$ cat config.mk
export PLATFORM = sky130hd
export DESIGN_NAME = alu_181_seq_flat
export DESIGN_NICKNAME = d
export VERILOG_FILES = /design/src/rtl/alu_181_seq_if.sv /design/src/rtl/alu_181_seq.sv /design/src/flat_wrapper.sv
export SDC_FILE = /design/constraint.sdc
export NUM_CORES = 1
export LEC_CHECK = 0
export ABC_AREA = 1
export CORE_MARGIN = 1
export CORE_UTILIZATION = 50
export CTS_CLUSTER_SIZE = 8
export DETAILED_ROUTE_END_ITERATION = 6
export GPL_TIMING_DRIVEN = 1
export PLACE_DENSITY = 0.77
export SLEW_MARGIN = 20
export SYNTH_ARGS = -nofsm -noshare
export SYNTH_HDL_FRONTEND = slang
export SYNTH_SLANG_ARGS = --single-unit
$ cat constraint.sdc
create_clock -name clk -period 3.3 [get_ports clk]
set_input_delay 0.66 -clock clk [delete_from_list [all_inputs] [get_ports clk]]
set_output_delay 0.66 -clock clk [all_outputs]
set_load 0.005 [all_outputs]
$ cat src/rtl/alu_181_seq_if.sv
// Operand/result handshake bundle for alu_181_seq.
// The master side issues operands and consumes results; the slave side is the ALU.
interface alu_181_seq_if #(
    parameter int unsigned WIDTH = 8
);
    logic             in_valid;
    logic             in_ready;
    logic [WIDTH-1:0] a;
    logic [WIDTH-1:0] b;
    logic [3:0]       s;
    logic             m;
    logic             c_in;
    logic             out_valid;
    logic             out_ready;
    logic [WIDTH-1:0] f;
    logic             c_out;
    logic             ovf;
    logic             a_eq_b;
    logic             busy;

    modport master (
        output in_valid, a, b, s, m, c_in, out_ready,
        input  in_ready, out_valid, f, c_out, ovf, a_eq_b, busy
    );

    modport slave (
        input  in_valid, a, b, s, m, c_in, out_ready,
        output in_ready, out_valid, f, c_out, ovf, a_eq_b, busy
    );
endinterface

$ cat src/rtl/alu_181_seq.sv
// Sequential 74181-style ALU: computes one 4-bit slice per clock, LSB first,
// with a registered carry between slices and valid/ready on both sides.
module alu_181_seq #(
    parameter int unsigned WIDTH = 8
) (
    input logic         clk,
    input logic         rst,
    alu_181_seq_if.slave bus
);
    localparam int unsigned NSLICE = WIDTH / 4;
    localparam int unsigned KW     = (NSLICE > 1) ? $clog2(NSLICE) : 1;

    typedef enum logic [1:0] {StIdle, StRun, StDone} state_e;

    state_e           state_q, state_d;
    logic [WIDTH-1:0] a_q, a_d, b_q, b_d, f_q, f_d;
    logic [3:0]       s_q, s_d;
    logic             m_q, m_d;
    logic [KW-1:0]    k_q, k_d;
    logic             carry_q, carry_d;
    logic             c_out_q, c_out_d;
    logic             ovf_q, ovf_d;
    logic             eq_q, eq_d;

    // Current slice operands and results
    logic [3:0] sa, sb, x, y, lf, lo;
    logic [4:0] sum;

    always_ff @(posedge clk) begin
        if (rst) begin
            state_q <= StIdle;
            a_q     <= '0;
            b_q     <= '0;
            s_q     <= '0;
            m_q     <= 1'b0;
            k_q     <= '0;
            carry_q <= 1'b0;
            f_q     <= '0;
            c_out_q <= 1'b0;
            ovf_q   <= 1'b0;
            eq_q    <= 1'b0;
        end else begin
            state_q <= state_d;
            a_q     <= a_d;
            b_q     <= b_d;
            s_q     <= s_d;
            m_q     <= m_d;
            k_q     <= k_d;
            carry_q <= carry_d;
            f_q     <= f_d;
            c_out_q <= c_out_d;
            ovf_q   <= ovf_d;
            eq_q    <= eq_d;
        end
    end

    always_comb begin
        sa = a_q[4*k_q +: 4];
        sb = b_q[4*k_q +: 4];
        x  = '0;
        y  = '0;
        lf = '0;
        case (s_q)
            4'd0:  begin x = sa;        y = 4'h0;      lf = ~sa;        end
            4'd1:  begin x = sa | sb;   y = 4'h0;      lf = ~(sa | sb); end
            4'd2:  begin x = sa | ~sb;  y = 4'h0;      lf = ~sa & sb;   end
            4'd3:  begin x = 4'h0;      y = 4'hf;      lf = 4'h0;       end
            4'd4:  begin x = sa;        y = sa & ~sb;  lf = ~(sa & sb); end
            4'd5:  begin x = sa | sb;   y = sa & ~sb;  lf = ~sb;        end
            4'd6:  begin x = sa;        y = ~sb;       lf = sa ^ sb;    end
            4'd7:  begin x = sa & ~sb;  y = 4'hf;      lf = sa & ~sb;   end
            4'd8:  begin x = sa;        y = sa & sb;   lf = ~sa | sb;   end
            4'd9:  begin x = sa;        y = sb;        lf = ~(sa ^ sb); end
            4'd10: begin x = sa | ~sb;  y = sa & sb;   lf = sb;         end
            4'd11: begin x = sa & sb;   y = 4'hf;      lf = sa & sb;    end
            4'd12: begin x = sa;        y = sa;        lf = 4'hf;       end
            4'd13: begin x = sa | sb;   y = sa;        lf = sa | ~sb;   end
            4'd14: begin x = sa | ~sb;  y = sa;        lf = sa | sb;    end
            default: begin x = sa;      y = 4'hf;      lf = sa;         end
        endcase
        sum = {1'b0, x} + {1'b0, y} + {4'b0, carry_q};
        // lo[3] is the carry into the slice MSB, needed for signed overflow
        lo  = {1'b0, x[2:0]} + {1'b0, y[2:0]} + {3'b0, carry_q};
    end

    always_comb begin
        state_d = state_q;
        a_d     = a_q;
        b_d     = b_q;
        s_d     = s_q;
        m_d     = m_q;
        k_d     = k_q;
        carry_d = carry_q;
        f_d     = f_q;
        c_out_d = c_out_q;
        ovf_d   = ovf_q;
        eq_d    = eq_q;
        case (state_q)
            StIdle: begin
                if (bus.in_valid) begin
                    a_d     = bus.a;
                    b_d     = bus.b;
                    s_d     = bus.s;
                    m_d     = bus.m;
                    k_d     = '0;
                    carry_d = bus.m ? 1'b0 : bus.c_in;
                    f_d     = '0;
                    state_d = StRun;
                end
            end
            StRun: begin
                f_d[4*k_q +: 4] = m_q ? lf : sum[3:0];
                carry_d         = m_q ? 1'b0 : sum[4];
                k_d             = k_q + 1'b1;
                if (k_q == KW'(NSLICE - 1)) begin
                    c_out_d = m_q ? 1'b0 : sum[4];
                    ovf_d   = m_q ? 1'b0 : (lo[3] ^ sum[4]);
                    eq_d    = &f_d;
                    state_d = StDone;
                end
            end
            StDone: begin
                if (bus.out_ready) state_d = StIdle;
            end
            default: state_d = StIdle;
        endcase
    end

    assign bus.in_ready  = (state_q == StIdle);
    assign bus.out_valid = (state_q == StDone);
    assign bus.busy      = (state_q == StRun) || (state_q == StDone);
    assign bus.f         = f_q;
    assign bus.c_out     = c_out_q;
    assign bus.ovf       = ovf_q;
    assign bus.a_eq_b    = eq_q;
endmodule

$ cat src/flat_wrapper.sv
// flat-port wrapper written by rule: the top's interface ports become plain ports
module alu_181_seq_flat 
#(
    parameter int unsigned WIDTH = 8
)
  (clk, rst, bus_in_valid, bus_a, bus_b, bus_s, bus_m, bus_c_in, bus_out_ready, bus_in_ready, bus_out_valid, bus_f, bus_c_out, bus_ovf, bus_a_eq_b, bus_busy);
  alu_181_seq_if #(.WIDTH(WIDTH)) bus_i ();
  input logic clk;
  input logic rst;
  input wire logic [$bits(bus_i.in_valid)-1:0] bus_in_valid;
  input wire logic [$bits(bus_i.a)-1:0] bus_a;
  input wire logic [$bits(bus_i.b)-1:0] bus_b;
  input wire logic [$bits(bus_i.s)-1:0] bus_s;
  input wire logic [$bits(bus_i.m)-1:0] bus_m;
  input wire logic [$bits(bus_i.c_in)-1:0] bus_c_in;
  input wire logic [$bits(bus_i.out_ready)-1:0] bus_out_ready;
  output wire logic [$bits(bus_i.in_ready)-1:0] bus_in_ready;
  output wire logic [$bits(bus_i.out_valid)-1:0] bus_out_valid;
  output wire logic [$bits(bus_i.f)-1:0] bus_f;
  output wire logic [$bits(bus_i.c_out)-1:0] bus_c_out;
  output wire logic [$bits(bus_i.ovf)-1:0] bus_ovf;
  output wire logic [$bits(bus_i.a_eq_b)-1:0] bus_a_eq_b;
  output wire logic [$bits(bus_i.busy)-1:0] bus_busy;
  assign bus_i.in_valid = bus_in_valid;
  assign bus_i.a = bus_a;
  assign bus_i.b = bus_b;
  assign bus_i.s = bus_s;
  assign bus_i.m = bus_m;
  assign bus_i.c_in = bus_c_in;
  assign bus_i.out_ready = bus_out_ready;
  assign bus_in_ready = bus_i.in_ready;
  assign bus_out_valid = bus_i.out_valid;
  assign bus_f = bus_i.f;
  assign bus_c_out = bus_i.c_out;
  assign bus_ovf = bus_i.ovf;
  assign bus_a_eq_b = bus_i.a_eq_b;
  assign bus_busy = bus_i.busy;
  alu_181_seq #(.WIDTH(WIDTH)) u_core (.clk(clk), .rst(rst), .bus(bus_i));
endmodule
**Yosys cells after proc, flatten, opt, wreduce, memory -nomap -nowiden**

Cells that the tools add are included.

- Memories: 0
- Input port bits: 26
- Bits in writable memories: 0
- Bits in latches: 0
- Register bits after elaboration: 36
- Word-level logic and storage cells: 86
- Bits in read-only memories: 0
- Output and inout port bits: 14

- Divide/modulo/power cells: 0
- Bitwise logic cells: 13
- Eq/ne operators: 19
- Magnitude comparators: 0
- Add/subtract/negate cells: 6
- Reductions and logical operators: 15
- Muxes and demuxes: 18
- Multiply operators: 0
- Shift-type cells: 4

Operators by type and width:

| kind | number |
|---|---|
| $pmux 4 s15 | 1 |
| $neg 3->34 | 1 |
| $shift 4x34->8 const A | 1 |
| $shiftx 4x34->8 | 1 |
| $eq 4x4->1 const B | 7 |
| $pmux 4 s6 | 1 |
| $not 4->4 | 5 |
| $pmux 4 s5 | 1 |
| $eq 4x3->1 const B | 4 |
| $pmux 8 s2 | 1 |
| $shiftx 8x4->4 | 2 |
| $and 4x4->4 | 3 |
| $or 4x4->4 | 3 |
| $reduce_or 3->1 | 4 |
| $bwmux 8 | 1 |
| $eq 4x2->1 const B | 2 |
| $mux 8 | 1 |
| $reduce_and 8->1 | 1 |
| $mux 2 | 3 |
| $pmux 2 s3 | 1 |
| $reduce_and 2->1 | 3 |
| $add 4x4->5 | 1 |
| $add 5x1->5 | 1 |
| $mux 1 | 5 |
| other kinds (18) | 21 |

**Longest topological paths before layout**

- Depth in word-level cells: 10
- Gate-level depth with buffers: 22
- Gate-level depth less buffers: 21

**Least setup slack after synthesis**

OpenSTA, ideal clock, no wires.

- Path type: register to register
- Start point: register u_core.k_q
- End point: register u_core.eq_q (netlist: u_core.bus.a_eq_b)
- Data required time: 3.233 ns
- Cell stages (with the launch flop): 21
- Path slack: 0.177 ns
- Clock period less this slack: 3.123 ns
- Setup time: 0.067 ns
- Arrival time: 3.056 ns
- Path buffers: 1
- Cell sequence: dfxtp_1 > inv_2 > buf_4 > nand2_1 > nand2_1 > ha_1 > inv_1 > o22ai_1 > a2111oi_0 > fa_1 > inv_1 > fa_1 > a21oi_1 > o21ai_0 > nand2_1 > nand2_1 > nand2_1 > nand2_1 > nor2_1 > nand2_1 > a21oi_2

- Cells in the longest elaborated chain, start to end: 10
- Elaborated cells on any way between the ends: 26
- Classes of those cells: 3 x add/sub; 4 x shift; 5 x mux; 12 x bitwise; 2 x reduce/logical

Ends and longest elaborated chain:

| what | line | RTL |
|---|---|---|
| start, declared | alu_181_seq.sv:19 | `logic [KW-1:0] k_q, k_d;` |
| start signal, assigned | alu_181_seq.sv:48 | `k_q <= k_d;` |
| $shiftx 8x4->4 | alu_181_seq.sv:59 | `sb = b_q[4*k_q +: 4];` |
| $not 4->4 | -- |  |
| $and 4x4->4 or $or 4x4->4 (tied branches) | -- |  |
| $pmux 4 s6 or $pmux 4 s5 (tied branches) | alu_181_seq.sv:63 | `case (s_q)` |
| $add 4x4->5 | alu_181_seq.sv:81 | `sum = {1'b0, x} + {1'b0, y} + {4'b0, carry_q};` |
| $add 5x1->5 | alu_181_seq.sv:81 |  |
| $mux 4 | alu_181_seq.sv:112 | `f_d[4*k_q +: 4] = m_q ? lf : sum[3:0];` |
| $shiftx 4x34->8 | alu_181_seq.sv:112 |  |
| $bwmux 8 | alu_181_seq.sv:112 |  |
| $reduce_and 8->1 | alu_181_seq.sv:118 | `eq_d = &f_d;` |
| end signal, assigned | alu_181_seq.sv:53 | `eq_q <= eq_d;` |
| end, declared | alu_181_seq.sv:23 | `logic eq_q, eq_d;` |

Parallel ways exist; a longest one is shown, timed or not.
A chain may end at the register's enable or synchronous reset.

**Final worst setup path**

Same ends and word-level chain as after synthesis.

==> impl_results.rst <==
.. list-table::
   :header-rows: 1

   * - Metric
     - Value
   * - Crit Reg-Reg Endpoint
     - u_core.bus.a_eq_b$_SDFFE_PP0P_
   * - Number of warnings issued by yosys
     - 0
   * - Number of DRC markers after the initial detailed-route iteration
     - 294
   * - Number of rows created at floorplan
     - 26
   * - Initial core utilization
     - 53.4%
   * - First-pass GRT wire length
     - 13.6 mm
   * - Placement Setup Slack
     - 0.0183 ns
   * - Count of TritonRoute iterations in the first routing pass
     - 6
   * - Reg2reg setup slack
     - 0.28 ns
   * - Crit Path Class
     - reg -> reg
   * - Critical path cell sequence
     - inv_4, buf_4, nand2_1, nand2_2, inv_2, ha_1, inv_1, o22ai_1, a2111o_1, ha_1, nand3_1, nand2_1, or2_2, nand3_1, nand2_1, nand2_1, nand2_1, nand2_1, nor2_1, nand2_1, a21oi_2
   * - Final setup violation count
     - 0
   * - Worst hold path type
     - reg -> reg
   * - Flip-flop and latch count after synthesis
     - 36
   * - Master of the slowest instance on the critical path
     - sky130_fd_sc_hd__dfxtp_2
   * - Synthesized-area fraction occupied by ao, oa, aoi and oai cells
     - 19.1%
   * - Static leakage
     - 0.00164 uW
   * - Dominant combinational cell family by area after synthesis
     - simple AND/OR/NAND/NOR gates
   * - Post-layout worst setup margin
     - 0.276 ns
   * - Commonest non-fill, non-tap cells in the layout
     - sky130_fd_sc_hd__nand2_1 (137), sky130_fd_sc_hd__nor2_1 (55), sky130_fd_sc_hd__inv_1 (51)
   * - Cells after Synth
     - 460
   * - Layout cell share with drive strength beyond 1
     - 9.59%
   * - Final TNS setup
     - 0 ns
   * - Antenna cells
     - 0
   * - Post-synthesis area per instance
     - 6.12 sq um
   * - Post-Place Cell Area
     - 3350 sq um
   * - Crit path capture type
     - flop
   * - Final-report max-slew violation count
     - 0
   * - RSZ-0062 raised after global routing
     - false
   * - Worst Path Buf+Inv
     - 4
   * - Post-Syn Area
     - 2820 sq um
   * - Via Count
     - 3,138
   * - Hold buffer count at cts
     - 0
   * - Number of flops mapped to enable cells by yosys
     - 0
   * - Critical-path maximum fanout
     - 8
   * - Layout area overhead
     - 24.0%
   * - Largest incremental delay on the critical path
     - 0.36 ns
   * - VDD IR max
     - 0.000418 V
   * - Final hold viol count
     - 0
   * - Final worst hold slack
     - 0.462 ns
   * - Input/output buffers
     - 39
   * - Transition time of the tightest slew-check pin
     - 0.612 ns
   * - Number of setup buffers added after CTS
     - 0
   * - Core area
     - 5270 sq um
   * - Net count, final
     - 560
   * - Num CTS Buffers
     - 5
   * - Final min period
     - 3.02 ns
   * - Design area
     - 3490 sq um
   * - Post-route DRC
     - 0
   * - Number of gates on the worst path with buffers counted
     - 21
   * - Number of antenna violations at the first check in global routing
     - 0
   * - Post-synthesis simple-gate area fraction
     - 34.9%
   * - Chip Height
     - 77.1 um
   * - Xor and xnor area share after synthesis
     - 0%
   * - Outcome
     - complete, no violations
   * - Largest clock skew in the final design
     - 0.0104 ns
   * - Adder and majority gate portion of the synthesized area
     - 11.2%
   * - Number of violations of the max-capacitance limit
     - 0
   * - R2R Path Start
     - u_core.k_q$_SDFFE_PP0P_
   * - Kind of cell adding the most delay to the critical path
     - simple AND/OR/NAND/NOR gates
   * - Number of primary I/O pins
     - 40
   * - Max Root-Sink Buffers
     - 2
   * - Part of the Yosys area used for sequential elements
     - 25.6%
   * - Num Clock Sinks
     - 36
   * - Post-synthesis async set-or-reset flop share
     - 0%
   * - Critical path data arrival time
     - 3.19 ns
   * - Critical path startpoint
     - u_core.k_q$_SDFFE_PP0P_
   * - Mapped Nets
     - 510
   * - Worst r2r path cells
     - 21
   * - Die outline area
     - 5940 sq um
   * - Critical path data required time
     - 3.47 ns
   * - Placer's final routability congestion estimate
     - 0.980
   * - Crit-path most repeated cell
     - sky130_fd_sc_hd__nand2_1
   * - Total global routing overflow
     - 0
   * - Wire length per cell after detailed routing
     - 13.6 um
   * - DRT antenna net count
     - 0
   * - TritonCTS clock tree
     - built
   * - Termination of the worst setup path
     - u_core.bus.a_eq_b$_SDFFE_PP0P_
   * - Die extent in x
     - 77.1 um
   * - Fill cell count
     - 486
   * - Vias in the first global route
     - 2,961
   * - Maximum level of the CTS H-tree
     - 2
   * - Number of different library cells in the post-synthesis netlist
     - 32
   * - Worst slew margin
     - 59.1%
   * - Average vias per placed instance
     - 5.40
   * - Maximum operating frequency
     - 331 MHz
   * - Sum of routed wire length over all layers
     - 7.89 mm
   * - Ratio of final minimum period to clock period
     - 91.6%
   * - Mux share of post-synthesis cell area
     - 0%
   * - Total power density per cell area
     - 831 nW/um^2
   * - Worst-skew pair later-pin latency
     - 0.29 ns
   * - Most common cell after layout, fill and taps aside
     - sky130_fd_sc_hd__nand2_1
   * - Clk Tree Root Cell
     - sky130_fd_sc_hd__clkbuf_8
   * - Post-detailed-placement half-perimeter wirelength
     - 6.12 mm
   * - Most used flip-flop cell after synthesis
     - sky130_fd_sc_hd__dfxtp_1
   * - Category of the worst setup path launch point
     - flop
   * - Pin count of the biggest net entering global routing
     - 37
   * - Global-route total usage across every layer
     - 28.7%
   * - Clock transition time at the flip-flop clock pins of the worst setup and hold paths
     - 0.08 ns
-- synthesized netlist by cell type, types with 4 or more instances --
| library cell | count | area share [%] |
|---|---|---|
| sky130_fd_sc_hd__inv_1 | 51 | 6.8 |
| sky130_fd_sc_hd__nand2_1 | 140 | 19 |
| sky130_fd_sc_hd__nor2_2 | 5 | 1.1 |
| sky130_fd_sc_hd__nand3_1 | 24 | 4.3 |
| sky130_fd_sc_hd__inv_2 | 4 | 0.53 |
| sky130_fd_sc_hd__nor2_1 | 55 | 7.3 |
| sky130_fd_sc_hd__o21ai_0 | 32 | 5.7 |
| sky130_fd_sc_hd__o22ai_1 | 13 | 2.9 |
| sky130_fd_sc_hd__clkbuf_1 | 6 | 0.80 |
| sky130_fd_sc_hd__a21oi_1 | 37 | 6.6 |
| sky130_fd_sc_hd__dfxtp_1 | 36 | 26 |
| sky130_fd_sc_hd__ha_1 | 22 | 9.8 |
-- per-layer routing --
metal	vias to the layer above	track usage (%)	wire length (um)	share of wire [%]
met5	-	0	0	0
met4	0	13.6	225	2.9
met3	25	5.24	591	7.5
met2	133	45.1	3490	44
met1	1393	37.9	3580	45
li1	1587	-	-	-
-- worst min path at each step --
stage,startpoint,end,slack [ns],depth (start not counted)
final,u_core.b_q[5]$_SDFFE_PP0P_,u_core.b_q[5]$_SDFFE_PP0P_,0.46,2
after global routing,u_core.a_q[7]$_SDFFE_PP0P_,u_core.a_q[7]$_SDFFE_PP0P_,0.50,2
after CTS,u_core.b_q[5]$_SDFFE_PP0P_,u_core.b_q[5]$_SDFFE_PP0P_,0.46,2
after detailed placement,u_core.b_q[5]$_SDFFE_PP0P_,u_core.b_q[5]$_SDFFE_PP0P_,0.45,2
after global placement,u_core.b_q[5]$_SDFFE_PP0P_,u_core.b_q[5]$_SDFFE_PP0P_,0.44,2
after floorplan,u_core.a_q[7]$_SDFFE_PP0P_,u_core.a_q[7]$_SDFFE_PP0P_,0.43,2
-- what timing repair did --
item | in CTS | in global routing
pin swaps | 0 | 2
resized for setup | 2 | 9
setup endpoints to repair | 1 | 5
gates cloned | 0 | 0
-- through the flow --
stage / std cells / util [%] / total power, uW
6_report: 581 / 66.3 / 2900
5_1_grt: 581 / 66.3 / 3190
4_1_cts: 581 / 65.8 / 2850
3_5_place_dp: 573 / 63.6 / 2440
3_3_place_gp: 573 / 63.6 / 2420
2_1_floorplan: 460 / - / 1900
-- layout make-up --
class	count	area [sq um]	area share (%)
clock inverters	3	42.5	1.22
flip-flops and latches	36	723	20.7
inverters	56	213	6.09
repair buffers	53	495	14.2
well taps	70	87.6	2.51
clock buffers	5	68.8	1.97
multi-input cells	358	1860	53.3
-- kinds of logic after synthesis --
group | Yosys count
simple gates | 238
compound gates | 96
buf+inv | 66
flops | 36
fa+ha+maj | 24
-- flip-flops by register name, indices dropped and copies added (netlist names) --
register,flops
u_core.a_q,8
u_core.b_q,8
u_core.bus.f,8
u_core.s_q,4
u_core.state_q,2
u_core.bus.a_eq_b,1
u_core.bus.c_out,1
u_core.bus.ovf,1
u_core.carry_q,1
u_core.k_q,1
u_core.m_q,1
-- where the power goes --
| part | switching [uW] | internal, uW | leakage (uW) | total (uW) |
|---|---|---|---|---|
| combinational | 1180 | 696 | 0.00129 | 1870 |
| sequential | 84.9 | 548 | 0.000297 | 633 |
| clock | 174 | 224 | 0.0000541 | 397 |
| total | 1440 | 1470 | 0.00164 | 2900 |
-- worst register-to-register path, delay by kind of cell (launching register included) --
| kind | cells | cell delay, ns |
|---|---|---|
| AO/OA/AOI/OAI | 3 | 0.47 |
| adder cells (fa/ha/maj) | 2 | 0.51 |
| buffers and inverters | 4 | 0.40 |
| flip-flops | 1 | 0.36 |
| AND/OR/NAND/NOR | 12 | 1.16 |
(Power assumes the default switching activity.)
